===== src/rtl/ctrl_pkg.sv =====
// ctrl_pkg: shared FSM state codes, opcodes and mux-select constants for the multicycle control
// Shared by unidade_controle_mc and the downstream ALU-control decoder (ALUOP_* constants).
// Build option: define UNIDADE_CONTROLE_BNE_EN to decode bne (opcode 05) as a branch.
package ctrl_pkg;
    typedef enum logic [3:0] {
        S_RST     = 4'd0,
        S_FETCH   = 4'd1,
        S_DECODE  = 4'd2,
        S_EXEC_R  = 4'd3,
        S_WB_R    = 4'd4,
        S_ADDR    = 4'd5,
        S_MEM_RD  = 4'd6,
        S_WB_MEM  = 4'd7,
        S_MEM_WR  = 4'd8,
        S_BRANCH  = 4'd9,
        S_JUMP    = 4'd10,
        S_LUI     = 4'd11,
        S_INVALID = 4'd13
    } estado_t;
    localparam logic [5:0] OP_RTYPE = 6'h00;
    localparam logic [5:0] OP_LW    = 6'h23;
    localparam logic [5:0] OP_SW    = 6'h2B;
    localparam logic [5:0] OP_BEQ   = 6'h04;
    localparam logic [5:0] OP_BNE   = 6'h05;
    localparam logic [5:0] OP_J     = 6'h02;
    localparam logic [5:0] OP_LUI   = 6'h0F;
    localparam logic [1:0] ALUOP_ADD   = 2'b00;
    localparam logic [1:0] ALUOP_SUB   = 2'b01;
    localparam logic [1:0] ALUOP_FUNCT = 2'b10;
    localparam logic [1:0] ASB_B       = 2'b00;
    localparam logic [1:0] ASB_4       = 2'b01;
    localparam logic [1:0] ASB_SEXT    = 2'b10;
    localparam logic [1:0] ASB_SEXT_SH = 2'b11;
    localparam logic [1:0] MTR_ALUOUT  = 2'b00;
    localparam logic [1:0] MTR_MDR     = 2'b01;
    localparam logic [1:0] MTR_LUI     = 2'b10;
    localparam logic [1:0] PCS_ALU     = 2'b00;
    localparam logic [1:0] PCS_ALUOUT  = 2'b01;
    localparam logic [1:0] PCS_JUMP    = 2'b10;
    // State that follows DECODE for a given opcode.
    function automatic estado_t decode_next(input logic [5:0] op);
        decode_next = (op == OP_RTYPE)            ? S_EXEC_R :
                      (op == OP_LW || op == OP_SW) ? S_ADDR   :
                      (op == OP_BEQ)              ? S_BRANCH :
`ifdef UNIDADE_CONTROLE_BNE_EN
                      (op == OP_BNE)              ? S_BRANCH :
`endif
                      (op == OP_J)                ? S_JUMP   :
                      (op == OP_LUI)              ? S_LUI    : S_INVALID;
    endfunction
endpackage


===== src/rtl/contador_espera.sv =====
// contador_espera: memory wait counter, counts 0..MEM_WAIT and flags the final cycle
// Ports: clock, reset (async, active-high), clr (sync clear, wins over en), en (count),
//        done (high while the count equals MEM_WAIT).
module contador_espera #(
    parameter int MEM_WAIT = 1
) (
    input  logic clock,
    input  logic reset,
    input  logic clr,
    input  logic en,
    output logic done
);
    localparam int W = (MEM_WAIT < 1) ? 1 : $clog2(MEM_WAIT + 1);
    logic [W-1:0] cnt;
    always_ff @(posedge clock or posedge reset) begin
        if (reset) cnt <= '0;
        else if (clr) cnt <= '0;
        else if (en) cnt <= cnt + 1'b1;
    end
    assign done = (cnt == W'(MEM_WAIT));
endmodule


===== src/rtl/unidade_controle_mc.sv =====
// unidade_controle_mc: multicycle MIPS main control FSM (Moore) driving datapath enables and mux selects
// Inputs : clock, reset (async, active-high), opcode (IR[31:26]), zero (ALU flag).
// Outputs: pc_en, iord, mem_wr, ir_write, mdr_write, a_write, b_write, aluout_write, reg_write,
//          reg_dst, mem_to_reg[1:0], alu_src_a, alu_src_b[1:0], alu_op[1:0], pc_source[1:0],
//          erro (sticky invalid opcode), estado[3:0] (current state code).
// Build option: define UNIDADE_CONTROLE_BNE_EN to accept bne (opcode 05).
module unidade_controle_mc
    import ctrl_pkg::*;
#(
    parameter int MEM_WAIT = 1
) (
    input  logic       clock,
    input  logic       reset,
    input  logic [5:0] opcode,
    input  logic       zero,
    output logic       pc_en,
    output logic       iord,
    output logic       mem_wr,
    output logic       ir_write,
    output logic       mdr_write,
    output logic       a_write,
    output logic       b_write,
    output logic       aluout_write,
    output logic       reg_write,
    output logic       reg_dst,
    output logic [1:0] mem_to_reg,
    output logic       alu_src_a,
    output logic [1:0] alu_src_b,
    output logic [1:0] alu_op,
    output logic [1:0] pc_source,
    output logic       erro,
    output logic [3:0] estado
);
    estado_t state, next;
    logic    wait_done, wait_en, bne_flag;
    assign wait_en = (state == S_FETCH) || (state == S_MEM_RD);
    // Clearing whenever not waiting guarantees every FETCH/MEM_RD starts from zero.
    contador_espera #(.MEM_WAIT(MEM_WAIT)) u_espera (
        .clock(clock),
        .reset(reset),
        .clr  (!wait_en || wait_done),
        .en   (wait_en),
        .done (wait_done)
    );
    always_comb begin
        next = state;
        case (state)
            S_RST:    next = S_FETCH;
            S_FETCH:  next = wait_done ? S_DECODE : S_FETCH;
            S_DECODE: next = decode_next(opcode);
            S_EXEC_R: next = S_WB_R;
            S_ADDR:   next = (opcode == OP_SW) ? S_MEM_WR : S_MEM_RD;
            S_MEM_RD: next = wait_done ? S_WB_MEM : S_MEM_RD;
            S_INVALID: next = S_INVALID;
            default:  next = S_FETCH;
        endcase
    end
    always_ff @(posedge clock or posedge reset) begin
        if (reset) begin
            state    <= S_RST;
            erro     <= 1'b0;
            bne_flag <= 1'b0;
        end else begin
            state <= next;
            if (state == S_INVALID) erro <= 1'b1;
`ifdef UNIDADE_CONTROLE_BNE_EN
            if (state == S_DECODE) bne_flag <= (opcode == OP_BNE);
`endif
        end
    end
    always_comb begin
        pc_en        = 1'b0;
        iord         = 1'b0;
        mem_wr       = 1'b0;
        ir_write     = 1'b0;
        mdr_write    = 1'b0;
        a_write      = 1'b0;
        b_write      = 1'b0;
        aluout_write = 1'b0;
        reg_write    = 1'b0;
        reg_dst      = 1'b0;
        mem_to_reg   = MTR_ALUOUT;
        alu_src_a    = 1'b0;
        alu_src_b    = ASB_B;
        alu_op       = ALUOP_ADD;
        pc_source    = PCS_ALU;
        case (state)
            S_FETCH: begin
                alu_src_b = ASB_4;
                ir_write  = wait_done;
                pc_en     = wait_done;
            end
            S_DECODE: begin
                alu_src_b    = ASB_SEXT_SH;
                a_write      = 1'b1;
                b_write      = 1'b1;
                aluout_write = 1'b1;
            end
            S_EXEC_R: begin
                alu_src_a    = 1'b1;
                alu_op       = ALUOP_FUNCT;
                aluout_write = 1'b1;
            end
            S_WB_R: begin
                reg_dst   = 1'b1;
                reg_write = 1'b1;
            end
            S_ADDR: begin
                alu_src_a    = 1'b1;
                alu_src_b    = ASB_SEXT;
                aluout_write = 1'b1;
            end
            S_MEM_RD: begin
                iord      = 1'b1;
                mdr_write = wait_done;
            end
            S_WB_MEM: begin
                mem_to_reg = MTR_MDR;
                reg_write  = 1'b1;
            end
            S_MEM_WR: begin
                iord   = 1'b1;
                mem_wr = 1'b1;
            end
            S_BRANCH: begin
                alu_src_a = 1'b1;
                alu_op    = ALUOP_SUB;
                pc_source = PCS_ALUOUT;
                // bne_flag stays 0 unless bne support is built in, giving plain beq.
                pc_en     = zero ^ bne_flag;
            end
            S_JUMP: begin
                pc_source = PCS_JUMP;
                pc_en     = 1'b1;
            end
            S_LUI: begin
                mem_to_reg = MTR_LUI;
                reg_write  = 1'b1;
            end
            default: ;
        endcase
    end
    assign estado = state;
endmodule


===== config.mk =====
export PLATFORM = sky130hd
export DESIGN_NAME = unidade_controle_mc
export DESIGN_NICKNAME = d
export VERILOG_FILES = /design/src/rtl/ctrl_pkg.sv /design/src/rtl/contador_espera.sv /design/src/rtl/unidade_controle_mc.sv
export SDC_FILE = /design/constraint.sdc
export NUM_CORES = 1
export LEC_CHECK = 0
export BUFFER_PORTS_ARGS = -buffer_cell sky130_fd_sc_hd__clkbuf_2
export CAP_MARGIN = 20
export CELL_PAD_IN_SITES_DETAIL_PLACEMENT = 1
export CELL_PAD_IN_SITES_GLOBAL_PLACEMENT = 1
export CORE_MARGIN = 10
export CORE_UTILIZATION = 25
export DETAILED_ROUTE_END_ITERATION = 10
export GPL_TIMING_DRIVEN = 1
export HOLD_SLACK_MARGIN = 0.08
export PLACE_DENSITY_LB_ADDON = 0.25
export REMOVE_ABC_BUFFERS = 1
export SKIP_LAST_GASP = 1
export SYNTH_ARGS = -nofsm -noshare
export SYNTH_HDL_FRONTEND = slang
export SYNTH_SLANG_ARGS = --single-unit

===== constraint.sdc =====
create_clock -name clock -period 4.05 [get_ports clock]
set_input_delay 0.81 -clock clock [delete_from_list [all_inputs] [get_ports clock]]
set_output_delay 0.81 -clock clock [all_outputs]
set_load 0.05 [all_outputs]

After elaboration in Yosys (flattened, before gate mapping)
Cells that the tools add are included.
- register bits: 6
- bits of input ports: 9
- output and inout bits: 24
- muxes and demuxes: 25
- bitwise operators: 1
- add/subtract/negate cells: 1
- equal/unequal tests: 17
- reductions and logical operators: 10
- operators by type and width (cell ; count):
    $pmux W4 S6 ; 1
    $eq A4 B4 Y1 const B ; 5
    $eq A4 B3 Y1 const B ; 4
    $eq A6 B6 Y1 const B ; 2
    $mux W1 ; 12
    $mux W4 ; 3
    $pmux W2 S2 ; 3
    $mux W3 ; 3
    $reduce_or A3 Y1 ; 3
    $eq A4 B2 Y1 const B ; 2
    $eq A6 B2 Y1 const B ; 1
    $eq A6 B3 Y1 const B ; 1
    $eq A6 B4 Y1 const B ; 1
    $logic_not A6 Y1 ; 1
    $pmux W2 S3 ; 1
    $eq A4 B1 Y1 const B ; 1
    $logic_or A1 B1 Y1 ; 3
    $pmux W1 S3 ; 1
    $mux W2 ; 1
    $reduce_bool A2 Y1 ; 1
    $reduce_or A2 Y1 ; 1
    $add A1 B1 Y1 const B ; 1
    $logic_not A1 Y1 ; 1
    $xor A1 B1 Y1 ; 1

Longest topological paths before layout
- depth in word-level cells: 7
- depth in mapped cells: 5

Cells and area by module
A second synthesis with hierarchy kept.
- cell total of the unflattened synthesis: 85
- area total of the unflattened synthesis: 598.1 um^2
- modules (own cells, without submodules) (module ; instances ; area each (um^2) ; cells an instance):
    unidade_controle_mc ; 1 ; 556.8 ; 81
    contador_espera ; 1 ; 41.3 ; 4

Worst setup path before layout
OpenSTA, ideal clock, no wires.
- kind: register -> output
- start point: register state[2] (netlist: estado[2])
- end point: output port reg_write
- stages on the path, launching flop included: 5
- data arrival time: 2.444 ns
- slack: 0.796 ns
- required time: 3.240 ns
- path through: dfrtp_1 > buf_6 > nand2b_1 > nor3_1 > or2_2
- longest elaborated chain between the ends: 3
- elaborated cells between the ends (all ways): 5
- ends and longest elaborated chain (item ; RTL line ; text):
    from (decl) ; unidade_controle_mc.sv:34 ; estado_t state, next;
    from (signal assigned) ; unidade_controle_mc.sv:64 ; state <= next;
    $eq A4 B4 Y1 / $eq A4 B3 Y1 (equally long branches) ; unidade_controle_mc.sv:87 ; case (state)
    $reduce_or A3 Y1 (no line) * ; - ;
    $mux W1 * ; unidade_controle_mc.sv:87 ;
    to (decl) ; unidade_controle_mc.sv:24 ; output logic reg_write,
Every way passes the cells marked *; elsewhere a longest branch is shown, timed or not.

Final worst setup path
Ends and elaborated chain as after synthesis.

==> impl_results.md <==
* Seq/Total Area, Yosys at 24.59%
* Chip Height at 69.42 microns
* Initial Util at 26.83%
* Wire per inst at 15.55 microns
* Worst-margin pin slew at 0.5930 ns
* Core Box Area at 2276 sq um
* Final Power at 724.6 uW
* Met3 usage at 4.280%
* Row Count at 17
* Crit share post-route at 67.00%
* Initial antenna violation count at 0
* Worst path max stage delay at 0.71 ns
* RSZ-0062 raised after global routing: false
* Number of detailed-routing iterations run before antenna repair at 3
* Max Clock Skew at 0.001799 ns
* Clk sink count at 6
* Worst hold path class: in2async
* Residual DRC at 0
* Ys Warns at 1
* PD cells at 923.7 nW/um^2
* Min Tclk post-route at 2.714 ns
* Leak Pwr at 0.3876 nW
* Cts repair resizes at 0
* Hold Buf Count CTS at 0
* Grt ovf at 0
* Setup TNS Final at 0 ns
* ANT cells at 0
* Reg2reg path depth at 3
* Dpl hpwl at 1663 microns
* Share of layout cells above drive strength 1 at 34.91%
* Most frequent cell after synthesis: nand2_1
* Ys async rst share at 100.0%
* Register-to-register setup slack at 2.37 ns
* First-pass GRT wire length at 3581 microns
* Predominant post-synthesis flop cell: dfrtp_1
* Full die area at 4819 sq um
* VDD IR max at 380.1 uV
* Cells after Synth at 79
* Port bufs at 31
* Antenna Nets Post-Route at 0
* Syn avg cell area at 7.729 sq um
* Crit start category: register
* Drt via density at 5.119
* Crit path cell chain: nand2b_1, a21oi_1, or2_2, clkbuf_2
* Crit end category: output port
* Slew headroom at 60.47%
* Crit Path Class: reg2out
* FILL cells at 286
* CTS tree: done
* Final hold violation count at 0
* Max Clk Rate at 368.5 MHz
* Biggest area consumer among synthesized cells: dfrtp_1
* Layout Nets at 117
* Reg clk slew, reported paths at 0.04 ns
* Crit path DAT at 1.90 ns
* Vias in the first global route at 768
* Clk_lat worst skew at 0.24 ns
* Die X at 69.42 microns
* Crit Path Max Fanout at 19
* Yosys cell types at 36
* EDFF count, synth at 0
* GR Util met1 at 10.14%
* CTS Buffer Depth at 2
* GP Congestion at 0.7439
* Max Cap Violations at 0
* Register bit total from synthesis at 6
* Top cells by area, synth: dfrtp_1 (25%), mux2i_1 (4.9%), nand2_1 (4.9%), nor2_1 (4.3%), nand2b_1 (4.1%)
* Total Wirelength at 2084 microns
* Io pins at 33
* Layout area overhead at 28.48%
* Top post-synthesis cells by count: nand2_1 (8), nor2_1 (7), dfrtp_1 (6), nor3_1 (5)
* Largest net degree at the start of global routing at 20
* Worst setup path startpoint: estado[2]$_DFF_PP0_
* Critical register-to-register path startpoint: estado[2]$_DFF_PP0_
* Detailed-route via count at 686
* Worst setup endpoint: reg_write
* R2r endpoint: estado[1]$_DFF_PP0_
* Post-synth design cell area at 610.6 sq um
* Root buffer cell: clkbuf_4
* GRT met2 Usage at 12.80%
* Initial DRC Count at 38
* Top-area cell type share of the netlist area at 24.59%
* Slew Viols, Final at 0
* Crit-path slowest cell: dfrtp_1
* Worst endpoint required time at 3.24 ns
* Clock H-tree levels at 1
* CTS Buf Count at 3
* Postcts setup bufs at 0
* Status: finished clean
* Overall routing resource usage at 8.544%
* Final setup viols at 0
* Busiest grt layer: met2
==> cells by family (layout without fill, tap and decap cells) <==
kind of cell	after synthesis	in the layout	share of synthesized area [%]
simple gates	40	40	37.09
buf+inv	11	38	8.810
flops	6	6	24.59
mux	4	4	6.762
compound gates	18	18	22.75
==> area by class of cell <==
type | count | area, sq um | share of cell area (%)
Multi-Input combinational cell | 62 | 406.6 | 51.83
Timing Repair Buffer | 31 | 155.1 | 19.78
Sequential cell | 6 | 150.1 | 19.14
Tap cell | 28 | 35.03 | 4.466
Clock buffer | 3 | 22.52 | 2.871
Inverter | 4 | 15.01 | 1.914
==> layout by cell type, fill, tap and decap left out, types with 2 or more instances in the layout <==
master    Yosys  layout
nor2_1        7       7
a211oi_1      2       2
o21ai_0       2       2
clkbuf_4      0       3
nor2b_1       3       3
o221ai_1      2       2
and3b_1       2       2
clkbuf_2      0      31
nand2_1       8       8
nand2b_1      4       4
inv_1         4       4
mux2i_1       3       3
nor3_1        5       5
dfrtp_1       6       6
a21oi_1       3       3
nor3b_1       3       3
==> layer usage <==
metal / part of all wire (%) / vias up / routed length (microns)
met3: 9.0 / 0 / 188
li1: - / 343 / -
met1: 46 / 320 / 952
met4: 0 / 0 / 0
met5: 0 / - / 0
met2: 45 / 23 / 942
==> registers in the layout, summed over array words and instances, names as in the netlist <==
name,cells
estado,4
erro,1
u_espera.done,1
==> power by group <==
group | internal [mW] | switching [mW] | leakage [nW]
logic | 0.136 | 0.381 | 0.302
clock network | 0.0334 | 0.0195 | 0.0138
registers | 0.0801 | 0.0748 | 0.0718
total | 0.249 | 0.476 | 0.388
==> worst min-delay path by stage <==
stage                                   start                         to  slack, ns  depth (start not counted)
finish                                  reset        estado[3]$_DFF_PP0_       0.45                          2
global route                            reset        estado[3]$_DFF_PP0_       0.47                          2
detailed placement           erro$_DFFE_PP0P_           erro$_DFFE_PP0P_       0.47                          1
CTS                                     reset        estado[0]$_DFF_PP0_       0.45                          2
floorplan           u_espera.done$_DFFE_PP0P_  u_espera.done$_DFFE_PP0P_       0.45                          1
global placement             erro$_DFFE_PP0P_           erro$_DFFE_PP0P_       0.46                          1
==> per-stage QoR <==
step | area (sq um) | util [%] | cells | hold WS (ns) | worst slack (ns)
floorplan | 571.8 | - | 72 | 0.4549 | 0.5891
global placement | 762.0 | 33.48 | 131 | 0.4620 | 1.595
detailed placement | 762.0 | 33.48 | 131 | 0.4736 | 1.595
CTS | 784.5 | 34.47 | 134 | 0.4548 | 1.334
global route | 784.5 | 34.47 | 134 | 0.4698 | 1.194
finish | 784.5 | 34.47 | 134 | 0.4515 | 1.336
==> critical path: cells and delay by family (launching register included) <==
family | cells | cell delay (ns)
compound gates | 1 | 0.10
flops | 1 | 0.71
buf+inv | 1 | 0.24
simple gates | 2 | 0.61
Note: power is estimated with default switching activity, not from simulation.
